File: config.mk
export PLATFORM = sky130hd
export DESIGN_NAME = bus_demux_bridge
export DESIGN_NICKNAME = d
export VERILOG_FILES = /design/src/rtl/bus_demux_bridge.sv
export SDC_FILE = /design/constraint.sdc
export NUM_CORES = 1
export LEC_CHECK = 0
export ABC_AREA = 1
export BUFFER_PORTS_ARGS = -buffer_cell sky130_fd_sc_hd__buf_2
export CAP_MARGIN = 10
export CELL_PAD_IN_SITES_DETAIL_PLACEMENT = 1
export CELL_PAD_IN_SITES_GLOBAL_PLACEMENT = 1
export CORE_UTILIZATION = 25
export CTS_CLUSTER_DIAMETER = 200
export DETAILED_ROUTE_END_ITERATION = 8
export PLACE_DENSITY = 0.71
export SLEW_MARGIN = 20
export SYNTH_ARGS = -nofsm -noshare
export SYNTH_HDL_FRONTEND = slang
export SYNTH_HIERARCHICAL = 1
export SYNTH_SLANG_ARGS = --single-unit
File: constraint.sdc
create_clock -name clk -period 1.9 [get_ports clk]
set_input_delay 0.19 -clock clk [delete_from_list [all_inputs] [get_ports clk]]
set_output_delay 0.19 -clock clk [all_outputs]
set_load 0.005 [all_outputs]
File: src/rtl/bus_demux_bridge.sv
// Single-master to 4-slot peripheral bridge: address decode, held slot strobes, registered read return.
// Optional BRIDGE_TIMEOUT_EN adds a bounded BUSY wait that completes with err=1 on expiry.
module bdb_slot_dec #(
  parameter logic [31:0] BASE = 32'h0000_7F00,
  parameter logic [31:0] MASK = 32'hFFFF_FFF0
) (
  input  logic [31:0] i_addr,
  output logic        o_hit
);
  assign o_hit = ((i_addr & MASK) == BASE);
endmodule

module bus_demux_bridge #(
  parameter logic [31:0] BASE0   = 32'h0000_7F00,
  parameter logic [31:0] BASE1   = 32'h0000_7F10,
  parameter logic [31:0] BASE2   = 32'h0000_7F20,
  parameter logic [31:0] BASE3   = 32'h0000_7F30,
  parameter logic [31:0] MASK0   = 32'hFFFF_FFF0,
  parameter logic [31:0] MASK1   = 32'hFFFF_FFF0,
  parameter logic [31:0] MASK2   = 32'hFFFF_FFF0,
  parameter logic [31:0] MASK3   = 32'hFFFF_FFF0,
  parameter int          TIMEOUT = 16
) (
  input  logic         clk,
  input  logic         reset_n,
  input  logic         m_req,
  input  logic         m_we,
  input  logic [31:0]  m_addr,
  input  logic [31:0]  m_wdata,
  input  logic [3:0]   m_byteen,
  output logic         m_ready,
  output logic         m_err,
  output logic [31:0]  m_rdata,
  output logic [3:0]   s_sel,
  output logic         s_we,
  output logic [31:0]  s_addr,
  output logic [31:0]  s_wdata,
  output logic [3:0]   s_byteen,
  input  logic [127:0] s_rdata,
  input  logic [3:0]   s_ack
);
  localparam int NUM_SLOTS = 4;
  localparam logic [NUM_SLOTS-1:0][31:0] SLOT_BASE = {BASE3, BASE2, BASE1, BASE0};
  localparam logic [NUM_SLOTS-1:0][31:0] SLOT_MASK = {MASK3, MASK2, MASK1, MASK0};

  typedef enum logic [1:0] {ST_IDLE, ST_BUSY, ST_DONE} state_t;

  state_t                        r_state, w_state_nxt;
  logic [1:0]                    r_slot;
  logic                          r_we;
  logic [31:0]                   r_addr, r_wdata, r_rdata;
  logic [3:0]                    r_byteen;
  logic                          r_err;

  logic [NUM_SLOTS-1:0]          w_hit;
  logic                          w_any_hit;
  logic [1:0]                    w_slot;
  logic [NUM_SLOTS-1:0][31:0]    w_rdata_v;
  logic                          w_ack_sel;
  logic                          w_expire;

  genvar g;
  generate
    for (g = 0; g < NUM_SLOTS; g++) begin : g_dec
      bdb_slot_dec #(.BASE(SLOT_BASE[g]), .MASK(SLOT_MASK[g])) u_dec (
        .i_addr (m_addr),
        .o_hit  (w_hit[g])
      );
    end
  endgenerate

  // Scan high to low so the lowest matching slot wins on overlapping windows.
  always_comb begin
    w_slot = 2'd0;
    for (int i = NUM_SLOTS - 1; i >= 0; i--) begin
      if (w_hit[i]) w_slot = 2'(i);
    end
  end

  assign w_any_hit = |w_hit;
  assign w_rdata_v = s_rdata;
  assign w_ack_sel = s_ack[r_slot];

`ifdef BRIDGE_TIMEOUT_EN
  logic [7:0] r_wcnt;
  assign w_expire = (r_wcnt == 8'(TIMEOUT - 1));

  always_ff @(posedge clk) begin
    if (!reset_n) begin
      r_wcnt <= 8'd0;
    end else if (r_state == ST_IDLE) begin
      r_wcnt <= 8'd0;
    end else if (r_state == ST_BUSY && !w_ack_sel) begin
      r_wcnt <= r_wcnt + 8'd1;
    end
  end
`else
  logic w_unused_timeout;
  assign w_unused_timeout = ^8'(TIMEOUT);
  assign w_expire         = 1'b0;
`endif

  always_ff @(posedge clk) begin
    if (!reset_n) r_state <= ST_IDLE;
    else          r_state <= w_state_nxt;
  end

  always_comb begin
    w_state_nxt = r_state;
    case (r_state)
      ST_IDLE: if (m_req) w_state_nxt = w_any_hit ? ST_BUSY : ST_DONE;
      ST_BUSY: if (w_ack_sel || w_expire) w_state_nxt = ST_DONE;
      ST_DONE: w_state_nxt = ST_IDLE;
      default: w_state_nxt = ST_IDLE;
    endcase
  end

  always_ff @(posedge clk) begin
    if (!reset_n) begin
      r_slot   <= 2'd0;
      r_we     <= 1'b0;
      r_addr   <= 32'd0;
      r_wdata  <= 32'd0;
      r_byteen <= 4'd0;
      r_err    <= 1'b0;
      r_rdata  <= 32'd0;
    end else begin
      case (r_state)
        ST_IDLE: begin
          if (m_req) begin
            r_slot   <= w_slot;
            r_we     <= m_we;
            r_addr   <= m_addr;
            r_wdata  <= m_wdata;
            r_byteen <= m_byteen;
            r_err    <= ~w_any_hit;
            r_rdata  <= 32'd0;
          end
        end
        ST_BUSY: begin
          // An ack landing on the expiry cycle still counts as a good completion.
          if (w_ack_sel) begin
            r_err   <= 1'b0;
            r_rdata <= r_we ? 32'd0 : w_rdata_v[r_slot];
          end else if (w_expire) begin
            r_err   <= 1'b1;
            r_rdata <= 32'd0;
          end
        end
        ST_DONE: begin
          r_err   <= 1'b0;
          r_rdata <= 32'd0;
        end
        default: ;
      endcase
    end
  end

  assign s_sel    = (r_state == ST_BUSY) ? (4'b0001 << r_slot) : 4'b0000;
  assign s_we     = r_we & (|s_sel);
  assign s_addr   = r_addr;
  assign s_wdata  = r_wdata;
  assign s_byteen = r_byteen;

  assign m_ready  = (r_state == ST_DONE);
  assign m_err    = m_ready & r_err;
  assign m_rdata  = m_ready ? r_rdata : 32'd0;
endmodule
==> flow_metrics.env <==
export IMPL_status="complete, no violations"
export IMPL_postSynthCellCount=1015
export IMPL_grt_antenna_before_repair=1
export IMPL_grt_max_degree=59
export IMPL_grt_first_pass_wirelength_um=35880
export IMPL_crit_type="flop to primary output"
export IMPL_cts_buffers=9
export IMPL_dp_slack_ns=0.2182
export IMPL_clock_latency_ns=0.36
export IMPL_tightest_slew_ns=0.6534
export IMPL_setup_viol=0
export IMPL_num_rows=56
export IMPL_rrSetupSlack_ns=0.21
export IMPL_critical_path_startpoint_type="flop"
export IMPL_synth_nets=1224
export IMPL_rr_worst_depth=10
export IMPL_worstPathMaxFanout=34
export IMPL_dieArea_um2=24460
export IMPL_max_freq_mhz=568.1
export IMPL_drt_iter0_markers=212
export IMPL_cts_buffer_depth=2
export IMPL_gp_congestion=0.7526
export IMPL_h_tree_depth=3
export IMPL_synth_compound_area_frac=0.08900
export IMPL_final_cell_mix="buf_2 (310), nand2_1 (287), nor2_1 (251)"
export IMPL_hold_viol_final=0
export IMPL_syn_to_final_growth_pct=38.16
export IMPL_holdPathEnd="s_wdata[0]$_SDFFE_PN0P_"
export IMPL_min_period_over_period=0.9265
export IMPL_period_needed_ns=1.760
export IMPL_critPathArrivalTime_ns=1.57
export IMPL_hpwl_um=17950
export IMPL_synth_top_family_by_area="simple AND/OR/NAND/NOR gates"
export IMPL_coreArea_um2=23400
export IMPL_ys_ff_latch=106
export IMPL_ys_seq_area_frac=0.3560
export IMPL_mostFrequentLayoutCell="buf_2"
export IMPL_tns_ns=0
export IMPL_cts_tree="built"
export IMPL_max_vdd_ir_drop_mv=0.3734
export IMPL_synthAdderAreaFrac=0.01050
export IMPL_yosysUniqueCellTypes=22
export IMPL_synth_simple_area_share=0.4295
export IMPL_via_per_inst=4.441
export IMPL_slew_violations=0
export IMPL_r2r_end="r_rdata[29]$_SDFFE_PN0P_"
export IMPL_grt_usage=0.1852
export IMPL_chipWidth_um=156.4
export IMPL_rsz0062_at_grt="no"
export IMPL_wire_per_inst_um=14.15
export IMPL_wl_um=23020
export IMPL_via_count=7226
export IMPL_fin_nets=1512
export IMPL_route_detailed_drc=0
export IMPL_power_per_cell_area_nw_per_um2=667.5
export IMPL_slew_headroom=0.5644
export IMPL_drive_gt1_frac=0.2890
export IMPL_boundaryPins=311
export IMPL_synthMuxAreaShare=0
export IMPL_grt_overflow_total=0
export IMPL_io_buffers=310
export IMPL_grt_pass1_vias=7224
export IMPL_cts_sinks=106
export IMPL_clockRootBuffer="clkbuf_16"
export IMPL_die_y_um=156.4
export IMPL_cts_hold_buffers=0
export IMPL_hold_depth=3
export IMPL_worstHoldStart="m_wdata[0]"
export IMPL_synth_xor_area_share=0
export IMPL_synth_area_per_cell_um2=5.873
export IMPL_reg2reg_from="r_state[1]$_SDFFE_PN0P_"
export IMPL_first_pass_iters=4
export IMPL_fin_ws_ns=0.1397
export IMPL_finalClockSkew_ns=0.01320
export IMPL_initial_core_util=0.2547
export IMPL_worst_setup_path_end_kind="primary output"
export IMPL_leakage_nw=4.507
export IMPL_min_path_type="primary input to flop"
export IMPL_ys_warn_count=6
export IMPL_antenna_cells=0
export IMPL_drtAntennaViolNets=0
export IMPL_critPathRequiredTime_ns=1.71
export IMPL_synth_area_um2=5961
export IMPL_path_clk_slew_ns=0.09
export IMPL_drv_cap=0
[cells by family after synthesis]
logic type,after synthesis
compound gates,100
buf+inv,169
simple gates,635
flops,106
fa+ha+maj,5
[cell usage after synthesis]
cell	count	area [um^2]
buf_2	14	70.07
clkbuf_1	36	135.1
nor2_4	2	22.52
a31oi_1	24	150.1
a21oi_1	3	15.01
nand2_1	288	1081
nand4_1	8	50.05
nor2_2	11	68.82
nor2_1	251	942.2
nand3_2	3	30.03
dfxtp_1	106	2122
nor3_1	5	25.02
o21ai_0	73	365.4
buf_6	3	33.78
nand3_1	63	315.3
buf_4	3	22.52
inv_1	105	394.1
and2_0	4	25.02
clkinv_1	1	3.750
inv_2	4	15.01
ha_1	5	62.56
buf_1	3	11.26
[worst max-delay path by stage]
stage	start	endpoint	slack, ns	cells past startpoint
floorplan	r_state[1]$_SDFFE_PN0P_	r_rdata[10]$_SDFFE_PN0P_	0.33	9
CTS	r_state[0]$_SDFFE_PN0P_	s_sel[0]	0.05	5
detailed placement	r_state[0]$_SDFFE_PN0P_	r_rdata[18]$_SDFFE_PN0P_	0.22	10
finish	r_state[1]$_SDFFE_PN0P_	m_rdata[10]	0.14	6
global route	r_state[1]$_SDFFE_PN0P_	m_rdata[10]	0.02	6
global placement	r_slot[1]$_SDFFE_PN0P_	r_rdata[13]$_SDFFE_PN0P_	0.31	8
[through the flow]
step	utilization	hold WS (ns)	cells	total power, W	area, um^2
2_1_floorplan	-	0.3567	1015	0.003080	5961
3_3_place_gp	0.3387	0.4374	1611	0.003622	7926
3_5_place_dp	0.3387	0.4510	1611	0.003663	7926
4_1_cts	0.3515	0.06887	1627	0.005605	8227
5_1_grt	0.3519	0.08975	1627	0.005834	8235
6_report	0.3519	0.08415	1627	0.005497	8235
[worst max-delay path, stage by stage, from the launching register on]
cell and delay [ns]:
dfxtp_1 0.33, buf_4 0.12, ha_1 0.15, buf_6 0.26, nand2_1 0.14, inv_1 0.08, buf_2 0.11
[area by class of cell]
| class | count | area, um^2 |
|---|---|---|
| Timing Repair Buffer | 336 | 1838 |
| Inverter | 110 | 412.9 |
| Sequential cell | 106 | 2126 |
| Fill cell | 3192 | 15170 |
| Tap cell | 319 | 399.1 |
| Clock inverter | 7 | 71.32 |
| Clock buffer | 9 | 225.2 |
| Multi-Input combinational cell | 740 | 3163 |
[repair_timing]
item,4_1_cts,5_1_grt
resized for setup,1,3
pin swaps,0,0
setup buffers,0,0
setup endpoints to repair,1,5
[where the power goes]
group / leakage (nW) / total [W] / switching [W] / internal [W]
combinational: 3.48 / 0.00110 / 0.000619 / 0.000482
clock: 0.145 / 0.00191 / 0.000978 / 0.000930
sequential: 0.877 / 0.00249 / 0.0000874 / 0.00240
total: 4.51 / 0.00550 / 0.00168 / 0.00381
[registers in the layout, indices dropped and copies added, names as in the netlist]
signal and count:
r_we 1, r_slot 2, s_addr 32, r_err 1, s_byteen 4, s_wdata 32
r_rdata 32, r_state 2
[metal layers]
layer / GRT usage / wire [um] / up-vias
met5: 0 / 10 / -
met4: 0.04202 / 192 / 2
met3: 0.05594 / 1990 / 12
met2: 0.3527 / 11500 / 218
met1: 0.1979 / 9328 / 3316
li1: - / - / 3678
(Power assumes the default switching activity.)
